--- config.mk ---
export PLATFORM = sky130hd
export DESIGN_NAME = btn_scan_ctrl
export DESIGN_NICKNAME = d
export VERILOG_FILES = /design/src/rtl/btn_scan_pkg.sv /design/src/rtl/btn_scan_ctrl_fifo.sv /design/src/rtl/btn_scan_ctrl.sv
export SDC_FILE = /design/constraint.sdc
export NUM_CORES = 1
export LEC_CHECK = 0
export CAP_MARGIN = 15
export CORE_ASPECT_RATIO = 0.9
export CORE_MARGIN = 4
export CORE_UTILIZATION = 58
export CTS_CLUSTER_SIZE = 14
export DETAILED_ROUTE_END_ITERATION = 7
export MAX_ROUTING_LAYER = met4
export PLACE_DENSITY = 0.87
export RECOVER_POWER = 50
export SYNTH_ARGS = -nofsm -noshare
export SYNTH_HDL_FRONTEND = slang
export SYNTH_SLANG_ARGS = --single-unit
--- constraint.sdc ---
create_clock -name clk -period 2.65 [get_ports clk]
set_clock_uncertainty 0.15 [all_clocks]
set_input_delay 0.795 -clock clk [delete_from_list [all_inputs] [get_ports clk]]
set_output_delay 0.795 -clock clk [all_outputs]
set_load 0.05 [all_outputs]
--- src/rtl/btn_scan_pkg.sv ---
// Shared types for the button scan controller: event record, scan FSM states
// and a width helper used to size indices and counters.
package btn_scan_pkg;

    // Event code field is sized for the largest panel supported; users slice it.
    localparam int unsigned CODE_W_MAX = 8;

    typedef struct packed {
        logic [CODE_W_MAX-1:0] code;
        logic                  press;
        logic                  rpt;
    } evt_t;

    typedef enum logic [1:0] {
        WAIT,
        EVAL,
        COMMIT
    } scan_state_t;

    // Bits needed to hold values 0..n-1 (at least one bit).
    function automatic int unsigned width_of(input int unsigned n);
        return (n <= 2) ? 1 : $clog2(n);
    endfunction

endpackage

--- src/rtl/btn_scan_ctrl_fifo.sv ---
// evt_fifo: small synchronous FIFO of button events.
// DEPTH must be a power of two so the pointers wrap naturally.
module evt_fifo
    import btn_scan_pkg::*;
#(
    parameter int unsigned DEPTH = 4
) (
    input  logic clk,
    input  logic reset_n,
    input  logic push,
    input  evt_t push_data,
    input  logic pop,
    output evt_t head,
    output logic full,
    output logic empty
);

    localparam int unsigned AW  = width_of(DEPTH);
    localparam int unsigned CNW = AW + 1;

    evt_t            mem [DEPTH];
    logic [AW-1:0]   wr_ptr;
    logic [AW-1:0]   rd_ptr;
    logic [CNW-1:0]  count;
    logic            do_push;
    logic            do_pop;

    assign empty   = (count == '0);
    assign full    = (count == CNW'(DEPTH));
    assign do_pop  = pop && !empty;
    // A push into a full FIFO still lands when the head leaves in the same cycle.
    assign do_push = push && (!full || do_pop);
    assign head    = mem[rd_ptr];

    // Storage, pointers and occupancy count.
    always_ff @(posedge clk or negedge reset_n) begin
        if (!reset_n) begin
            wr_ptr <= '0;
            rd_ptr <= '0;
            count  <= '0;
            for (int unsigned i = 0; i < DEPTH; i++) begin
                mem[i] <= '0;
            end
        end else begin
            if (do_push) begin
                mem[wr_ptr] <= push_data;
                wr_ptr      <= wr_ptr + 1'b1;
            end
            if (do_pop) begin
                rd_ptr <= rd_ptr + 1'b1;
            end
            if (do_push && !do_pop) begin
                count <= count + 1'b1;
            end else if (do_pop && !do_push) begin
                count <= count - 1'b1;
            end
        end
    end

endmodule

--- src/rtl/btn_scan_ctrl.sv ---
// btn_scan_ctrl: round-robin debounce of N_BTN buttons with one shared filter,
// press/release events queued to a valid/ready consumer.
// Optional build macro AUTOREPEAT_EN adds per-channel hold counters that emit
// auto-repeat press events; without it evt_repeat is tied low.
module btn_scan_ctrl
    import btn_scan_pkg::*;
#(
    parameter int unsigned N_BTN      = 4,
    parameter int unsigned TICK_DIV   = 1000,
    parameter int unsigned STABLE_CNT = 4,
    parameter int unsigned FIFO_DEPTH = 4,
    parameter int unsigned REPEAT_DLY = 64
) (
    input  logic                        clk,
    input  logic                        reset_n,
    input  logic [N_BTN-1:0]            btn_in,
    output logic [N_BTN-1:0]            btn_state,
    output logic                        evt_valid,
    input  logic                        evt_ready,
    output logic [width_of(N_BTN)-1:0]  evt_code,
    output logic                        evt_press,
    output logic                        evt_repeat,
    output logic                        overflow,
    input  logic                        clr_overflow
);

    localparam int unsigned CW = width_of(N_BTN);
    localparam int unsigned PW = width_of(TICK_DIV);
    localparam int unsigned SW = width_of(STABLE_CNT);

    localparam logic [PW-1:0] PRESC_LAST = PW'(TICK_DIV - 1);
    localparam logic [SW-1:0] CNT_LAST   = SW'(STABLE_CNT - 1);
    localparam logic [CW-1:0] PTR_LAST   = CW'(N_BTN - 1);

    logic [N_BTN-1:0] sync1;
    logic [N_BTN-1:0] sync2;
    logic [PW-1:0]    presc;
    logic             slot_tick;
    scan_state_t      state;
    scan_state_t      next_state;
    logic [CW-1:0]    ptr;
    logic [SW-1:0]    cnt [N_BTN];
    logic             sample;
    logic             commit;
    logic             commit_level;
    logic             commit_rpt;
    logic             push;
    logic             pop;
    logic             drop;
    logic             fifo_full;
    logic             fifo_empty;
    evt_t             push_data;
    evt_t             head;
    logic             unused_head;

`ifdef AUTOREPEAT_EN
    localparam int unsigned   HW        = width_of(REPEAT_DLY);
    localparam logic [HW-1:0] HOLD_LAST = HW'(REPEAT_DLY - 1);
    logic [HW-1:0] hold [N_BTN];
`endif

    assign slot_tick = (presc == PRESC_LAST);
    assign sample    = sync2[ptr];

    // Two-flop synchroniser on every raw button line.
    always_ff @(posedge clk or negedge reset_n) begin
        if (!reset_n) begin
            sync1 <= '0;
            sync2 <= '0;
        end else begin
            sync1 <= btn_in;
            sync2 <= sync1;
        end
    end

    // Slot prescaler: slot_tick marks the last cycle of each scan slot.
    always_ff @(posedge clk or negedge reset_n) begin
        if (!reset_n) begin
            presc <= '0;
        end else begin
            presc <= slot_tick ? '0 : presc + 1'b1;
        end
    end

    // Scan FSM state register.
    always_ff @(posedge clk or negedge reset_n) begin
        if (!reset_n) begin
            state <= WAIT;
        end else begin
            state <= next_state;
        end
    end

    // Scan FSM sequencing: one evaluate/commit pair per slot.
    always_comb begin
        next_state = state;
        case (state)
            WAIT:    if (slot_tick) next_state = EVAL;
            EVAL:    next_state = COMMIT;
            COMMIT:  next_state = WAIT;
            default: next_state = WAIT;
        endcase
    end

    // Shared debounce filter applied to the channel under ptr; pointer advance.
    always_ff @(posedge clk or negedge reset_n) begin
        if (!reset_n) begin
            btn_state    <= '0;
            ptr          <= '0;
            commit       <= 1'b0;
            commit_level <= 1'b0;
            commit_rpt   <= 1'b0;
            for (int unsigned i = 0; i < N_BTN; i++) begin
                cnt[i] <= '0;
            end
`ifdef AUTOREPEAT_EN
            for (int unsigned i = 0; i < N_BTN; i++) begin
                hold[i] <= '0;
            end
`endif
        end else begin
            case (state)
                EVAL: begin
                    commit       <= 1'b0;
                    commit_rpt   <= 1'b0;
                    commit_level <= sample;
                    if (sample == btn_state[ptr]) begin
                        cnt[ptr] <= '0;
                    end else if (cnt[ptr] != CNT_LAST) begin
                        cnt[ptr] <= cnt[ptr] + 1'b1;
                    end else begin
                        btn_state[ptr] <= sample;
                        cnt[ptr]       <= '0;
                        commit         <= 1'b1;
                    end
`ifdef AUTOREPEAT_EN
                    // Hold time only accrues while pressed and undisturbed;
                    // any differing sample (release in progress) restarts it.
                    if ((sample == btn_state[ptr]) && btn_state[ptr]) begin
                        if (hold[ptr] == HOLD_LAST) begin
                            hold[ptr]  <= '0;
                            commit     <= 1'b1;
                            commit_rpt <= 1'b1;
                        end else begin
                            hold[ptr] <= hold[ptr] + 1'b1;
                        end
                    end else begin
                        hold[ptr] <= '0;
                    end
`endif
                end
                COMMIT: begin
                    commit <= 1'b0;
                    ptr    <= (ptr == PTR_LAST) ? '0 : ptr + 1'b1;
                end
                default: ;
            endcase
        end
    end

    // Event record for the channel just evaluated.
    always_comb begin
        push_data       = '0;
        push_data.code  = CODE_W_MAX'(ptr);
        push_data.press = commit_level;
        push_data.rpt   = commit_rpt;
    end

    assign push = (state == COMMIT) && commit;
    assign pop  = evt_valid && evt_ready;
    assign drop = push && fifo_full && !pop;

    evt_fifo #(
        .DEPTH (FIFO_DEPTH)
    ) u_fifo (
        .clk       (clk),
        .reset_n   (reset_n),
        .push      (push),
        .push_data (push_data),
        .pop       (pop),
        .head      (head),
        .full      (fifo_full),
        .empty     (fifo_empty)
    );

    // Sticky drop flag; a drop in the same cycle as a clear keeps it set.
    always_ff @(posedge clk or negedge reset_n) begin
        if (!reset_n) begin
            overflow <= 1'b0;
        end else if (drop) begin
            overflow <= 1'b1;
        end else if (clr_overflow) begin
            overflow <= 1'b0;
        end
    end

    assign evt_valid = !fifo_empty;
    assign evt_code  = head.code[CW-1:0];
    assign evt_press = head.press;
`ifdef AUTOREPEAT_EN
    assign evt_repeat = head.rpt;
`else
    assign evt_repeat = 1'b0;
`endif
    assign unused_head = ^{head.code[CODE_W_MAX-1:CW], head.rpt};

endmodule

==> reports/summary.md, run 1 <==
## Logic synthesis
• **share of flip-flops with an asynchronous set or reset after synthesis** 100%
• **synthesized flop and latch total** 56
• **most used flip-flop cell after synthesis** dfrtp_1
• **number of synthesized flops with an enable pin** 0
• **cell count after synthesis** 211
• **number of nets in the synthesized netlist** 235
• **cell with the most instances after synthesis** dfrtp_1
• **sequential area share after synthesis** 52.9%
• **Distinct cells, synth** 37
• **top cells by instance count after synthesis** dfrtp_1 (56), nand2_1 (22), mux2_2 (20)
• **Cell Area, Synth** 2650 um^2
• **Warnings, synthesis** 0
• **library cell occupying the most area in the post-synthesis netlist** dfrtp_1
• **share of the synthesized area in the top cell type** 52.9%
• **per-instance average area after synthesis** 12.6 um^2
• **main area contributors after synthesis** dfrtp_1 (53%), mux2_2 (8.5%), ha_1 (7.1%)

## Timing
• **final worst path period need** 2.55 ns
• **Slew Limit Headroom** 17.9%
• **slew at the pin closest to its max-slew limit** 1.23 ns
• **final-report hold violation count** 0
• **upper clock frequency limit** 392 MHz
• **PnR worst setup slack** 0.0967 ns
• **total count of max-transition violations in the final report** 0
• **number of setup violations in the final report** 0
• **portion of the clock cycle consumed by the worst path in the final layout** 96.3%
• **RSZ-0062 raised after global routing** no

## Clock network
• **clock insertion delay at the later pin of the skew report** 0.31 ns
• **CTS tree** yes
• **maximum root-to-sink buffer count** 2
• **clock sinks** 56
• **Root Driver** clkbuf_8
• **Post-CTS Setup Bufs** 0
• **H-tree depth** 2
• **total clock buffers created by CTS** 5
• **clock-pin slew on the worst setup and hold paths** 0.10 ns

## Power and ir drop
• **total power divided by cell area** 584 nW/um^2
• **Leakage Power** 1.34 nW
• **peak supply drop** 480 uV

## Setup path
• **maximum fanout along the worst path** 5
• **Worst Reg-to-Reg Cells** 4
• **worst path arrival time** 1.61 ns
• **endpoint class of the critical path** output pin
• **required time at the worst-slack endpoint** 1.71 ns
• **crit path kind** flip-flop to output pin
• **sort of element at the start of the critical path** flip-flop

## Placed design
• **detailed placement HPWL** 3350 um
• **worst slack at placement** -0.311 ns
• **placer's final routability congestion estimate** 0.817
• **number of buffers inserted by port buffering** 16
• **total placed cells including tap cells** 290

## Routing
• **DRT Wirelength** 4610 um
• **antenna violation net count after detailed routing** 0
• **total number of vias** 1,650
• **number of DRC markers in iteration 0** 95
• **Detailed Routing Iterations Pass 1** 4
• **post-detailed-route via-to-cell ratio** 5.54
• **count of unresolved DRC violations after routing** 0
• **average wire length per cell after detail routing** 15.5 um

## Layout
• **Ant. Diodes** 0
• **number of nets at the end of the flow** 259
• **Sequential Area** 1400 um^2
• **Filler Cell Count** 341
• **filler-free cell count of the finished design** 298
• **fraction of final layout cells with drive strength greater than 1** 22.9%
• **area growth from synthesis to layout** 12.9%
• **area of combinational cells with multiple inputs** 1170 um^2

## Global routing
• **global-route total usage across every layer** 19.2%
• **gr ovfl total** 0
• **global-route wire length before repair** 8200 um
• **number of antenna violations at the first check in global routing** 0
• **largest net degree at the start of global routing** 24
• **via count of the first global-routing pass** 1,741

## Status
• **outcome** finished, final reports clean

## Floorplan
• **die width** 79.3 um
• **floorplan die height** 72.1 um
• **die footprint** 5720 um^2
• **I/O pin total** 18
• **CORE AREA** 4430 um^2
• **cell row count** 23
• **starting utilization of the core area** 59.8%

## Min path
• **Tightest Hold Check Type** flip-flop to flip-flop
• **Hold Path Stages** 0

## Flow run
• **Max-cap violations** 0

path summary, 6_finish.rpt:
| path | start | to | slack, ns |
|---|---|---|---|
| setup / recovery | u_fifo.rd_ptr[0] | evt_code[0] | 0.1 |
| hold / removal | sync1[1] | sync2[1] | 0.21 |
| setup reg to reg | ptr[0] | cnt[3] | 0.22 |
| hold reg to reg | sync1[1] | sync2[1] | 0.21 |
| max in group asynchronous | reset_n | cnt[4] | 0.72 |
| min in group asynchronous | reset_n | btn_state[2] | 0.57 |
flip-flops by register name (all words and copies together) (netlist names), 3 cells and up:
register / cells
u_fifo.mem: 12
presc: 10
cnt: 8
btn_state: 4
sync1: 4
sync2: 4
u_fifo.count: 3
logic make-up (layout without fill, tap and decap cells):
group,after synthesis,after routing,synth area share [%]
compound gates,26,26,6.13
xor+xnor,13,13,4.58
fa+ha+maj,16,16,7.83
buf+inv,16,41,3.40
flops,56,56,52.9
mux,28,28,15.1
other cells,1,1,0.141
simple gates,55,55,9.96
where the power goes:
group	total [mW]	switching (mW)	internal [mW]
Combinational	0.196	0.0913	0.105
Sequential	0.975	0.0737	0.901
Clock	0.577	0.291	0.287
metal layers:
metal | wire length, um | up-vias | track usage [%]
li1 | - | 785 | -
met1 | 2160 | 828 | 25.2
met2 | 2250 | 33 | 30.2
met3 | 168 | 4 | 5.33
met4 | 42 | 0 | 4.77
met5 | 0 | - | -
worst max-delay path, cell delays in order (launching register included):
cell	delay [ns]
dfrtp_1	0.53
mux4_2	0.56
buf_4	0.21
layout make-up:
type	count	share of cell area, %
flip-flops and latches	56	46.8
multi-input cells	139	39.0
repair buffers	24	6.65
well taps	62	2.59
clock buffers	5	2.30
clock inverters	3	1.55
inverters	9	1.13
timing repair:
| action | CTS | global route |
|---|---|---|
| endpoints found under the setup margin | 0 | 2 |
| gates resized for setup | 0 | 1 |
| hold buffers | 0 | 0 |
through the flow:
stage / power [mW] / setup TNS [ns] / util [%] / hold WS [ns] / area (um^2)
detailed placement: 1.18 / -0.696 / 64.9 / 0.186 / 2880
CTS: 1.75 / 0 / 67.5 / 0.210 / 2990
global route: 1.83 / 0 / 67.5 / 0.226 / 2990
finish: 1.75 / 0 / 67.5 / 0.208 / 2990
global placement: 1.17 / -0.275 / 64.9 / 0.182 / 2880
floorplan: 1.11 / 0 / - / 0.181 / 2650
cells in the final DEF, fill, tap and decap left out, drive strengths merged:
master	n
or3	1
nor3b	1
buf	10
nand2	22
mux2	20
a31oi	1
mux4	7
conb	1
nor3	2
nand3b	1
a41oi	4
or2	1
clkbuf	8
nor4b	1
fa	1
or3b	1
mux2i	1
nor2b	1
bufinv	1
inv	10
xnor2	8
dlygate4sd3	4
clkdlybuf4s50	7
xor2	5
o21ai	19
nor2	10
and3	1
o22ai	1
clkinv	1
and4	1
a21oi	1
nand3	12
dfrtp	56
ha	15
No activity file was read; power rests on OpenSTA's default activity.
==> inputs of run 2 (changes only) <==
--- a/config.mk
+++ b/config.mk
@@ -5,7 +5,7 @@
 export SDC_FILE = /design/constraint.sdc
 export NUM_CORES = 1
 export LEC_CHECK = 0
-export CAP_MARGIN = 15
+export CAP_MARGIN = 20
 export CORE_ASPECT_RATIO = 0.9
 export CORE_MARGIN = 4
 export CORE_UTILIZATION = 58
==> results of run 2 <==
Same layout as run 1: the final DEF is identical, and so are final timing and power.
==> inputs of run 3 (changes only) <==
--- a/config.mk
+++ b/config.mk
@@ -11,6 +11,7 @@
 export CORE_UTILIZATION = 58
 export CTS_CLUSTER_SIZE = 14
 export DETAILED_ROUTE_END_ITERATION = 7
+export GPL_ROUTABILITY_DRIVEN = 0
 export MAX_ROUTING_LAYER = met4
 export PLACE_DENSITY = 0.87
 export RECOVER_POWER = 50
==> results of run 3 <==
Same layout as run 1: the final DEF is identical, and so are final timing and power.
==> variant: new RTL, settings of run 3 <==
Add a define of `AUTOREPEAT_EN`.
--- a/src/rtl/btn_scan_ctrl.sv
+++ b/src/rtl/btn_scan_ctrl.sv
@@ -3,4 +3,6 @@
 // Optional build macro AUTOREPEAT_EN adds per-channel hold counters that emit
 // auto-repeat press events; without it evt_repeat is tied low.
+`define AUTOREPEAT_EN
+
 module btn_scan_ctrl
     import btn_scan_pkg::*;
Formal check against the unedited RTL: same outputs for any inputs over 10 cycles, from zero or initial values and one cycle with reset_n low; that may be too few to reach the edited logic, so the function may still have changed.
==> variant against run 3 <==
- combinational power increased by 9.7%
- cell count increased by 49%
- power increased by 46%
- area after synthesis increased by 49%
- setup slack improved by 22 ps
- first-iteration DRC count increased by 44%
- sequential cell count increased by 29
- critical path depth increased by 7
- synthesized cell count increased by 48%
- wire length increased by 64%
- cell area increased by 51%
- largest power group unchanged
==> variant: results (changes against run 3) <==
\begin{tabular}{lr}
\hline
Metric & Value \\
\hline
\multicolumn{2}{l}{\textbf{Clocking}} \\
\quad Clock buffers created by TritonCTS & 9 (+4) \\
\quad Clock sink count & 85 (+52\%) \\
\quad Clock-pin slew reported for the worst setup and hold paths after clock tree synthesis & 80 ps (-20 ps) \\
\multicolumn{2}{l}{\textbf{Worst setup path}} \\
\quad Worst setup path endpoint & u\_fifo.count[2] \\
\quad Kind of cell with the highest combined delay on the critical path & adder cells \\
\quad Arrival time at the worst endpoint & 2670 ps (+1060 ps) \\
\quad CP Max Fanout & 2 (-3) \\
\multicolumn{2}{l}{\textbf{Pwr}} \\
\quad Power in sequential cells & 1.42 mW (+46\%) \\
\multicolumn{2}{l}{\textbf{Synth}} \\
\quad Per-instance average area after synthesis & 12.7 µm² (+0.76\%) \\
\quad Cell types occupying the most area after synthesis & sky130\_fd\_sc\_hd\_\_dfrtp\_1 54\%, sky130\_fd\_sc\_hd\_\_mux2\_2 7.7\%, sky130\_fd\_sc\_hd\_\_ha\_1 5.4\% \\
\quad Fraction of the yosys area taken by sequential cells & 0.538 (+0.00993) \\
\quad Count of different cell masters after synthesis & 41 (+11\%) \\
\multicolumn{2}{l}{\textbf{Placed design}} \\
\quad Worst setup timing slack at the placement stage & -343 ps (-31.6 ps) \\
\quad Cell area after placement & 4330 µm² (+50\%) \\
\multicolumn{2}{l}{\textbf{Layout}} \\
\quad Biggest regs & hold: 24 flops, u\_fifo.mem: 16 flops, presc: 10 flops \\
\quad Multi-input combinational gate total & 206 (+48\%) \\
\quad Number of clock buffers in the layout & 10 (+5) \\
\quad Count of non-CTS inverters in the layout & 11 (+2) \\
\quad Count of non-CTS buffers in the layout & 37 (+54\%) \\
\quad Layout buffering overhead excluding clock cells & 0.0674 (+0.000950) \\
\quad Non-filler instance count after layout & 445 (+49\%) \\
\multicolumn{2}{l}{\textbf{Global route}} \\
\quad Vias in the first global route & 2723 (+56\%) \\
\quad Global-route wire length before repair & 13300 µm (+63\%) \\
\quad Pin count of the biggest net entering global routing & 86 (+260\%) \\
\multicolumn{2}{l}{\textbf{Worst hold path}} \\
\quad Hold-critical path endpoint & sync2[2] \\
\multicolumn{2}{l}{\textbf{Status}} \\
\quad Outcome & finished clean \\
\multicolumn{2}{l}{\textbf{Timing}} \\
\quad Fin crit period & 2530 ps (-21.8 ps) \\
\multicolumn{2}{l}{\textbf{Detailed routing}} \\
\quad Met3 routed wirelength & 267 µm (+59\%) \\
\quad Drt first-iter violations & 137 (+44\%) \\
\quad Routed length on met2 & 3950 µm (+75\%) \\
\hline
\end{tabular}
-- variant: cell types whose count changed after synthesis, moves of 3 or more --
cell	change
sky130_fd_sc_hd__dfrtp_1	+29
sky130_fd_sc_hd__nand2_1	+22
sky130_fd_sc_hd__o31ai_1	+12
sky130_fd_sc_hd__mux2_2	+7
sky130_fd_sc_hd__nand3_1	-6
sky130_fd_sc_hd__clkbuf_1	+5
sky130_fd_sc_hd__a21oi_1	+4
sky130_fd_sc_hd__mux4_1	+4
sky130_fd_sc_hd__mux4_2	+3
sky130_fd_sc_hd__o21ai_2	-3
sky130_fd_sc_hd__xor2_1	+3
-- variant: logic make-up after synthesis --
logic type | Yosys count | synth area share
adder cells (fa/ha/maj) | 18 | 0.0589
flip-flops | 85 | 0.538
AO/OA/AOI/OAI | 45 | 0.0738
multiplexers | 45 | 0.174
buffers and inverters | 21 | 0.0225
AND/OR/NAND/NOR | 82 | 0.0969
XOR/XNOR | 16 | 0.0355
